===== config.mk =====
export PLATFORM = sky130hd
export DESIGN_NAME = imem_loader
export DESIGN_NICKNAME = d
export VERILOG_FILES = /design/src/rtl/imem_loader_pkg.sv /design/src/rtl/imem_loader_byte_assembler.sv /design/src/rtl/imem_loader.sv
export SDC_FILE = /design/constraint.sdc
export NUM_CORES = 1
export LEC_CHECK = 0
export ABC_AREA = 1
export CAP_MARGIN = 20
export CORE_MARGIN = 10
export CORE_UTILIZATION = 47
export DETAILED_ROUTE_END_ITERATION = 10
export PLACE_DENSITY_LB_ADDON = 0.1
export SLEW_MARGIN = 0
export SYNTH_ARGS = -nofsm -noshare
export SYNTH_HDL_FRONTEND = slang
export SYNTH_HIERARCHICAL = 1
export SYNTH_SLANG_ARGS = --single-unit

===== constraint.sdc =====
create_clock -name i_clk -period 1.45 [get_ports i_clk]
set_input_delay 0.2175 -clock i_clk [delete_from_list [all_inputs] [get_ports i_clk]]
set_output_delay 0.2175 -clock i_clk [all_outputs]
set_load 0.03 [all_outputs]

===== src/rtl/imem_loader_pkg.sv =====
// Shared state encoding and constants for the instruction-memory loader.
// Optional byte-checksum stage is enabled by IMEM_LOADER_CHECKSUM_EN.
package imem_loader_pkg;

   typedef enum logic [1:0] {
      ST_IDLE  = 2'd0,
      ST_LOAD  = 2'd1,
      ST_CHECK = 2'd2,
      ST_DONE  = 2'd3
   } state_t;

   localparam int          BYTES_PER_WORD = 4;
   localparam logic [31:0] HALT_WORD_DEF  = 32'hFFFF_FFFF;

endpackage


===== src/rtl/imem_loader_byte_assembler.sv =====
// Big-endian byte-to-word assembler; o_word_valid flags the edge
// on which the 4th byte is accepted, with the full word on o_word.
module byte_assembler
   import imem_loader_pkg::*;
(
   input  logic        i_clk,
   input  logic        i_rst,
   input  logic        i_clear,
   input  logic [7:0]  i_byte,
   input  logic        i_strobe,
   output logic [31:0] o_word,
   output logic        o_word_valid
);

   localparam logic [1:0] LAST_IDX = 2'(BYTES_PER_WORD - 1);

   logic [1:0]  r_idx;
   logic [23:0] r_acc;

   always_ff @(posedge i_clk) begin
      if (i_rst || i_clear) begin
         r_idx <= '0;
         r_acc <= '0;
      end else if (i_strobe) begin
         r_idx <= r_idx + 2'd1;
         case (r_idx)
            2'd0:    r_acc[23:16] <= i_byte;
            2'd1:    r_acc[15:8]  <= i_byte;
            2'd2:    r_acc[7:0]   <= i_byte;
            default: r_acc        <= r_acc;
         endcase
      end
   end

   // Last byte bypasses the register so the word is ready on its edge.
   assign o_word       = {r_acc, i_byte};
   assign o_word_valid = i_strobe && (r_idx == LAST_IDX);

endmodule


===== src/rtl/imem_loader.sv =====
// Byte-stream program loader driving the instruction-memory write port.
// Define IMEM_LOADER_CHECKSUM_EN for the trailing XOR checksum stage.
module imem_loader
   import imem_loader_pkg::*;
#(
   parameter int          ADDR_W    = 8,
   parameter logic [31:0] HALT_WORD = HALT_WORD_DEF
) (
   input  logic              i_clk,
   input  logic              i_rst,
   input  logic              i_start,
   input  logic [7:0]        i_in_byte,
   input  logic              i_in_valid,
   output logic              o_in_ready,
   output logic              o_mem_we,
   output logic [ADDR_W-1:0] o_mem_addr,
   output logic [31:0]       o_mem_wdata,
   output logic [ADDR_W:0]   o_word_count,
   output logic              o_cpu_run,
   output logic              o_done,
   output logic              o_overflow
`ifdef IMEM_LOADER_CHECKSUM_EN
   ,
   output logic              o_chk_err
`endif
);

   localparam logic [ADDR_W:0] LAST_CNT = (ADDR_W+1)'((1 << ADDR_W) - 1);

   state_t            r_state;
   state_t            w_state_nxt;
   logic              w_enter_done;
   logic              w_run_ok;
   logic              w_start_load;
   logic              w_strobe;
   logic              w_wr;
   logic              w_word_valid;
   logic [31:0]       w_word;

   logic              r_we;
   logic [ADDR_W-1:0] r_addr;
   logic [31:0]       r_wdata;
   logic [ADDR_W:0]   r_cnt;
   logic              r_cpu_run;
   logic              r_ovf;
   logic              r_term_halt;
   logic              r_term_ovf;
`ifdef IMEM_LOADER_CHECKSUM_EN
   logic [7:0]        r_xor;
   logic              r_chk_err;
`endif

   assign w_strobe     = i_in_valid && (r_state == ST_LOAD);
   assign w_start_load = i_start &&
                         ((r_state == ST_IDLE) || (r_state == ST_DONE));
   // Once a terminating word is queued nothing else is written.
   assign w_wr         = w_word_valid && !r_term_halt && !r_term_ovf;

   byte_assembler u_asm (
      .i_clk        (i_clk),
      .i_rst        (i_rst),
      .i_clear      (w_start_load),
      .i_byte       (i_in_byte),
      .i_strobe     (w_strobe),
      .o_word       (w_word),
      .o_word_valid (w_word_valid)
   );

   always_ff @(posedge i_clk) begin
      if (i_rst) begin
         r_state <= ST_IDLE;
      end else begin
         r_state <= w_state_nxt;
      end
   end

   always_comb begin
      w_state_nxt  = r_state;
      w_enter_done = 1'b0;
      w_run_ok     = 1'b1;
      unique case (r_state)
         ST_IDLE: begin
            if (i_start) begin
               w_state_nxt = ST_LOAD;
            end
         end
         ST_LOAD: begin
            if (r_we && r_term_halt) begin
`ifdef IMEM_LOADER_CHECKSUM_EN
               w_state_nxt  = ST_CHECK;
`else
               w_state_nxt  = ST_DONE;
               w_enter_done = 1'b1;
`endif
            end else if (r_we && r_term_ovf) begin
               w_state_nxt  = ST_DONE;
               w_enter_done = 1'b1;
            end
         end
`ifdef IMEM_LOADER_CHECKSUM_EN
         ST_CHECK: begin
            if (i_in_valid) begin
               w_state_nxt  = ST_DONE;
               w_enter_done = 1'b1;
               w_run_ok     = (i_in_byte == r_xor);
            end
         end
`endif
         ST_DONE: begin
            if (i_start) begin
               w_state_nxt = ST_LOAD;
            end
         end
         default: begin
            w_state_nxt = ST_IDLE;
         end
      endcase
   end

   always_ff @(posedge i_clk) begin
      if (i_rst) begin
         r_we        <= 1'b0;
         r_addr      <= '0;
         r_wdata     <= '0;
         r_cnt       <= '0;
         r_cpu_run   <= 1'b0;
         r_ovf       <= 1'b0;
         r_term_halt <= 1'b0;
         r_term_ovf  <= 1'b0;
`ifdef IMEM_LOADER_CHECKSUM_EN
         r_xor       <= '0;
         r_chk_err   <= 1'b0;
`endif
      end else begin
         r_we <= w_wr;
         if (w_wr) begin
            r_wdata <= w_word;
            r_addr  <= r_cnt[ADDR_W-1:0];
            if (w_word == HALT_WORD) begin
               r_term_halt <= 1'b1;
            end else if (r_cnt == LAST_CNT) begin
               r_term_ovf  <= 1'b1;
            end
         end
         if (r_we) begin
            r_cnt <= r_cnt + 1'b1;
         end
         if (r_we && (r_term_halt || r_term_ovf)) begin
            r_term_halt <= 1'b0;
            r_term_ovf  <= 1'b0;
         end
         if (w_enter_done) begin
            r_cpu_run <= w_run_ok;
            r_ovf     <= r_term_ovf;
         end
`ifdef IMEM_LOADER_CHECKSUM_EN
         if (w_strobe) begin
            r_xor <= r_xor ^ i_in_byte;
         end
         if (w_enter_done) begin
            r_chk_err <= !w_run_ok;
         end
`endif
         if (w_start_load) begin
            r_cnt       <= '0;
            r_cpu_run   <= 1'b0;
            r_ovf       <= 1'b0;
            r_term_halt <= 1'b0;
            r_term_ovf  <= 1'b0;
`ifdef IMEM_LOADER_CHECKSUM_EN
            r_xor       <= '0;
            r_chk_err   <= 1'b0;
`endif
         end
      end
   end

   assign o_in_ready   = (r_state == ST_LOAD) || (r_state == ST_CHECK);
   assign o_mem_we     = r_we;
   assign o_mem_addr   = r_addr;
   assign o_mem_wdata  = r_wdata;
   assign o_word_count = r_cnt;
   assign o_cpu_run    = r_cpu_run;
   assign o_done       = (r_state == ST_DONE);
   assign o_overflow   = r_ovf;
`ifdef IMEM_LOADER_CHECKSUM_EN
   assign o_chk_err    = r_chk_err;
`endif

endmodule


==> reports/results.ini, run 1 <==
[sta]
max_freq_mhz=661
period_needed_ns=1.51
fin_crit_sh=1.04
clock_skew_ns=0.0105
hold_viol_final=0
maxSlewViolCount=0
setup_viol=21
relSlewSlack=0.771
layout_setup_ws_ns=-0.0628
tightest_slew_ns=0.345
rsz0062_at_grt=true

[worst_setup_path]
endpoint_kind=register
r2r_start=r_state[0]$_SDFFE_PP0P_
crit_slowest_cell=dfxtp_4
crit_required_ns=1.69
rrSetupSlack_ns=-0.06
r2r-end=o_mem_wdata[2]$_SDFFE_PP0P_
rr_worst_depth=11
slowest_delay_ns=0.38
path_class=register to register
worst-path-stages=11
arrival_ns=1.76
crit_family=buffers and inverters
path_buf_inv=5
cp-start-kind=register
critPathMaxFanout=6
crit_chain=buf_6 > ha_4 > nand2_2 > inv_2 > nand2_2 > inv_2 > nand2_8 > buf_6 > buf_8 > o21ai_2 > nor2_1

[placed_design]
place_area_sq_um=4460
dp_hpwl_mm=6.26
place_ws_ns=-0.121
gp_congestion=0.807
numPortBuffers=65

[power]
p_leak_nw=2.47
cellPowerDensity_nw_per_um2=1040
peakVddDrop_v=0.000757

[synth]
synth.lib_cells_used.distinct=24
synth_area_per_cell_sq_um=7.31
ys_ff_latch=82
yosys_warnings=6
syn_nets=507
synth_cells=485
netlist_area_sq_um=3540
synth-seq-area-share=0.463

[routing]
antenna_left=0
num_vias=3376
viasPerCell=4.94
totalWireLength_mm=9.86
wl_per_cell_microns=14.4
first_iter_violations=148
drc=0
drt_pass1_iterations=4

[run_status]
violations=negative setup slack
status=complete, but fails checks

[min_path]
min_to=o_cpu_run$_SDFFE_PP0P_
min_path_type=register to register
hold_start=o_cpu_run$_SDFFE_PP0P_
min_path_cells=2

[grt]
grt_usage=0.150
grt_max_degree=29
antenna_found_initial=0
grt_pass1_vias=2996
grt_pass1_wl_mm=14.2
grt-ovfl-total=0

[cts]
clock-sinks=82
cts_root_buf=clkbuf_8
cts.path.max_buffers=2
numCtsBuffers=9
cts_max_level=3
clkTransAtPathRegs_ns=0.08
cts_hold_buf=0
tritoncts=yes
clk_latency_ns=0.36

[cells_and_area]
antenna_cells=0
drive_above_1_share=0.279
nets=601
syn_to_final_growth_pct=49.4
final_area_sq_um=5290

[floorplan]
rows=31
die-area_sq_um=11400
core-area_sq_um=7290
die_h_microns=107
ios=66
die_x_microns=107
start_util=0.486

[run]
drv_cap=0

[per-layer routing]
metal / part of all wire / global-route usage / vias to the layer above
met5: 0 / 0 / -
met4: 0.020 / 0.0493 / 0
met3: 0.056 / 0.0449 / 20
met2: 0.49 / 0.249 / 86
met1: 0.43 / 0.182 / 1595
li1: - / - / 1675
[kinds of logic (layout without fill, tap and decap cells)]
logic type               after synthesis  in the layout  share of synthesized area
flip-flops                            82             82                      0.463
buffers and inverters                 75            174                      0.109
AO/OA/AOI/OAI                         60             60                     0.0862
adder cells (fa/ha/maj)               10             10                     0.0353
AND/OR/NAND/NOR                      258            258                      0.306
[power by group]
group          leakage (nW)  switching (mW)  internal (mW)  total (mW)
clock network         0.107           0.836          0.969        1.81
registers             0.663          0.0952           2.35        2.45
logic                  1.70           0.709          0.548        1.26
[worst max-delay path by stage]
| stage | startpoint | endpoint | slack [ns] |
|---|---|---|---|
| 3_3_place_gp | i_in_valid | o_mem_addr[7]$_SDFFE_PP0P_ | -0.1 |
| 2_1_floorplan | r_state[1]$_SDFFE_PP0P_ | o_mem_wdata[10]$_SDFFE_PP0P_ | -0.03 |
| 3_5_place_dp | i_in_valid | o_mem_addr[7]$_SDFFE_PP0P_ | -0.12 |
| 6_report | r_state[0]$_SDFFE_PP0P_ | o_mem_wdata[2]$_SDFFE_PP0P_ | -0.06 |
| 5_1_grt | o_word_count[1]$_SDFFE_PP0P_ | r_term_ovf$_SDFFE_PP0P_ | -0.17 |
| 4_1_cts | r_state[0]$_SDFFE_PP0P_ | o_mem_addr[5]$_SDFFE_PP0P_ | -0.05 |
[registers in the layout (all words and copies together) (netlist names)]
signal        flops
o_word_count      9
o_mem_we          1
u_asm/r_idx       2
o_cpu_run         1
u_asm/r_acc      24
o_mem_wdata      32
r_term_ovf        1
o_overflow        1
o_mem_addr        8
r_term_halt       1
r_state           2
[worst register-to-register path: cells and delay by family, from the launching register on]
family	cells	cell delay, ns
buf+inv	5	0.51
flops	1	0.38
simple gates	4	0.26
fa+ha+maj	1	0.13
compound gates	1	0.13
[synth_stat cells]
master | instances | area share
buf_6 | 8 | 0.025
nand3_1 | 3 | 0.0042
a31oi_1 | 1 | 0.0018
dfxtp_1 | 82 | 0.46
buf_2 | 2 | 0.0028
inv_1 | 47 | 0.050
o22ai_1 | 1 | 0.0018
nor2_4 | 3 | 0.0095
nand2_1 | 82 | 0.087
o21ai_1 | 34 | 0.048
nand2_8 | 3 | 0.017
o21ai_0 | 13 | 0.018
ha_1 | 10 | 0.035
nor3_1 | 4 | 0.0056
nor4_1 | 1 | 0.0018
clkbuf_1 | 4 | 0.0042
nor3_2 | 2 | 0.0056
nor2_1 | 151 | 0.16
inv_2 | 2 | 0.0021
a21oi_1 | 10 | 0.014
o21a_1 | 1 | 0.0021
buf_1 | 1 | 0.0011
buf_4 | 11 | 0.023
nand2_2 | 9 | 0.016
[metrics by stage]
step                       util  instances  setup TNS, ns  total power, mW  hold WS (ns)
after floorplan               -        485         -0.414             3.18         0.290
after global placement    0.611        655          -1.97             3.43         0.460
after detailed placement  0.611        655          -2.41             3.46         0.473
after CTS                 0.638        673         -0.503             5.32         0.487
after global routing      0.726        683          -2.69             5.76         0.519
final                     0.726        683         -0.484             5.51         0.486
[area by class of cell]
class / instances / area [sq um]
clock buffers: 11 / 131
clock inverters: 5 / 78.8
fillers: 578 / 2000
inverters: 49 / 196
multi-input cells: 328 / 1960
flip-flops and latches: 82 / 1650
well taps: 99 / 124
repair buffers: 109 / 1150
[timing repair]
item,in CTS,in global routing
setup endpoints to repair,75,55
resized for setup,60,136
gates cloned,0,8
pin swaps,0,28
setup buffers,2,2
[cell usage in the layout (no fill, tap or decap), types with 6 or more instances in the layout]
master	count
dfxtp_1	78
dlygate4sd2_1	49
nand2_2	11
buf_12	10
o21ai_1	24
o21ai_2	16
a21oi_1	8
nor2_2	8
o21ai_0	7
inv_2	9
nor2_1	110
nor2_4	36
clkbuf_8	9
buf_4	26
clkbuf_16	6
inv_1	39
clkdlybuf4s50_1	11
nand2_1	78
No activity file was read; power rests on OpenSTA's default activity.
==> run 2: changes to the inputs <==
--- a/config.mk
+++ b/config.mk
@@ -8,9 +8,10 @@
 export ABC_AREA = 1
 export CAP_MARGIN = 20
 export CORE_MARGIN = 10
-export CORE_UTILIZATION = 47
+export CORE_UTILIZATION = 51
 export DETAILED_ROUTE_END_ITERATION = 10
 export PLACE_DENSITY_LB_ADDON = 0.1
+export SKIP_LAST_GASP = 1
 export SLEW_MARGIN = 0
 export SYNTH_ARGS = -nofsm -noshare
 export SYNTH_HDL_FRONTEND = slang
==> constraint.sdc (replaced) <==
create_clock -name i_clk -period 1.72 [get_ports i_clk]
set_input_delay 0.258 -clock i_clk [delete_from_list [all_inputs] [get_ports i_clk]]
set_output_delay 0.258 -clock i_clk [all_outputs]
set_load 0.03 [all_outputs]
==> reports/results.ini, run 2 (synthesis results as in run 1) <==
[cells_and_area]
layoutNonFillerInstCount=640  ; -6.3%
syn_to_final_growth_pct=25.8
largest_register_ffs=32  ; unchanged
final_area_sq_um=4460  ; -16%
antenna_cells=0  ; unchanged
final_cell_mix=151 x nor2_1, 82 x nand2_1, 82 x dfxtp_1
drive_above_1_share=0.0946  ; -0.184
nets=577  ; -4.0%
mostFrequentLayoutCell=nor2_1

[sta]
tns_ns=0  ; +0.484 ns
tightest_slew_ns=0.407  ; +0.0614 ns
period_needed_ns=1.68
maxSlewViolCount=0  ; unchanged
hold_viol_final=0  ; unchanged
layout_setup_ws_ns=0.0420  ; +0.105 ns
rsz0062_at_grt=false
relSlewSlack=0.726  ; -0.0443
fin_crit_sh=0.976
clock_skew_ns=0.0101  ; -0.000414 ns
setup_viol=0  ; -100%
max_freq_mhz=596

[worst_setup_path]
crit_required_ns=1.46  ; -0.23 ns
crit_family=buffers and inverters
crit_chain=clkdlybuf4s50_1
endpoint_kind=primary output
crit_slowest_cell=clkdlybuf4s50_1
path_class=register to primary output
arrival_ns=1.42  ; -0.34 ns
path_buf_inv=1  ; -4
critPathMaxFanout=2  ; -4
slowest_delay_ns=0.71  ; +0.33 ns
cp-start-kind=register

[grt]
grt-busiest-layer=met2
grt_pass1_vias=2884  ; -3.7%
grt_pass1_wl_mm=13.7  ; -3.5%
grt-ovfl-total=0  ; unchanged
met1_usage=0.200  ; +0.0186
grt.met2_usage=0.267  ; +0.0182
antenna_found_initial=0  ; unchanged
grt_max_degree=31  ; +6.9%
met3_usage=0.0392  ; -0.00571
grt_usage=0.163  ; +0.0126

[power]
p_comb_frac=0.182  ; -0.046
p_leak_nw=1.90  ; -23%
clkPwrFrac=0.333  ; +0.005
p_int_mw=3.01  ; -22%
switching_share=0.289  ; -0.00834
cellPowerDensity_nw_per_um2=949  ; -8.9%
p_seq_frac=0.485  ; +0.041
power.switching_mw=1.22  ; -25%
peakVddDrop_v=0.000478  ; -37%

[floorplan]
die-area_sq_um=10700  ; -6.4%
ios=66  ; unchanged
rows=30  ; -3.2%
die_x_microns=103  ; -3.3%
start_util=0.524  ; +0.0385
die_h_microns=103  ; -3.3%
core-area_sq_um=6760  ; -7.3%

[placed_design]
place_area_sq_um=4270  ; -4.3%
post-place-cells=624  ; -4.7%
numPortBuffers=65  ; unchanged
gp_congestion=0.830  ; +2.8%
dp_hpwl_mm=6.14  ; -2.0%
place_ws_ns=0.0377  ; +0.158 ns

[run_status]
status=complete, no violations

[cts]
tritoncts=yes
cts_max_level=3  ; unchanged
postCtsSetupBuffers=0  ; -2
clkTransAtPathRegs_ns=0.08  ; about the same
numCtsBuffers=9  ; unchanged
cts.path.max_buffers=2  ; unchanged
cts_root_buf=clkbuf_8
clock-sinks=82  ; unchanged
clk_latency_ns=0.35  ; about the same

[routing]
wl_per_cell_microns=13.1  ; -9.2%
antenna_left=0  ; unchanged
viasPerCell=4.82  ; -2.5%
num_vias=3085  ; -8.6%
totalWireLength_mm=8.39  ; -15%
drt_pass1_iterations=4  ; unchanged
drc=0  ; unchanged
first_iter_violations=103  ; -30%

[run]
drv_cap=0  ; unchanged

[min_path]
min_path_type=register to register

==> run 2: changes by cell type in the layout (fill, tap and decap cells not counted), sizes merged <==
cell	delta
buf	-19
inv	+1
clkdlybuf4s50	+46
clkinv	-3
dlygate4sd2	-42
clkdlybuf4s15	-1
clkbuf	-5
bufinv	-1
==> run 2: path summary, 6_finish.rpt <==
path | start | cells past startpoint | endpoint | slack [ns]
hold reg to reg | o_mem_wdata[11]$_SDFFE_PP0P_ | 2 | o_mem_wdata[11]$_SDFFE_PP0P_ | 0.48
setup / recovery | o_mem_wdata[21]$_SDFFE_PP0P_ | 1 | o_mem_wdata[21] | 0.04
setup reg to reg | o_word_count[0]$_SDFFE_PP0P_ | 8 | r_term_ovf$_SDFFE_PP0P_ | 0.17
hold / removal | o_mem_wdata[11]$_SDFFE_PP0P_ | 2 | o_mem_wdata[11]$_SDFFE_PP0P_ | 0.48
==> run 2: power groups by stage <==
stage / logic, mW / clock network [mW] / registers (mW)
2_1_floorplan: 0.584 / 0 / 2.08
3_3_place_gp: 0.750 / 0 / 2.09
3_5_place_dp: 0.769 / 0 / 2.09
4_1_cts: 0.770 / 1.43 / 2.05
5_1_grt: 0.868 / 1.51 / 2.06
6_report: 0.771 / 1.41 / 2.05
==> run 2: through the flow <==
step | utilization | total power, mW | hold slack (ns)
global placement | 0.631 | 2.84 | 0.460
CTS | 0.659 | 4.25 | 0.489
floorplan | - | 2.66 | 0.330
detailed placement | 0.631 | 2.86 | 0.464
finish | 0.660 | 4.23 | 0.482
global route | 0.660 | 4.44 | 0.517
==> run 2: cell type report <==
class	instances	area, sq um
clock buffer	14	163
clock inverter	2	35.0
fill	601	2300
inverter	49	186
multi-input combinational	328	1520
sequential	82	1640
tap	80	100
timing repair buffer	85	815
==> run 2: timing repair <==
item                       in CTS  in global routing
setup endpoints to repair       7                  5
resized for setup               7                  2
hold buffers                    0                  0
==> run 2: layer usage <==
metal / up-vias / wire [microns]
met2: 60 / 3850
met1: 1396 / 3970
met3: 10 / 435
li1: 1619 / -
met5: - / 0
met4: 0 / 136
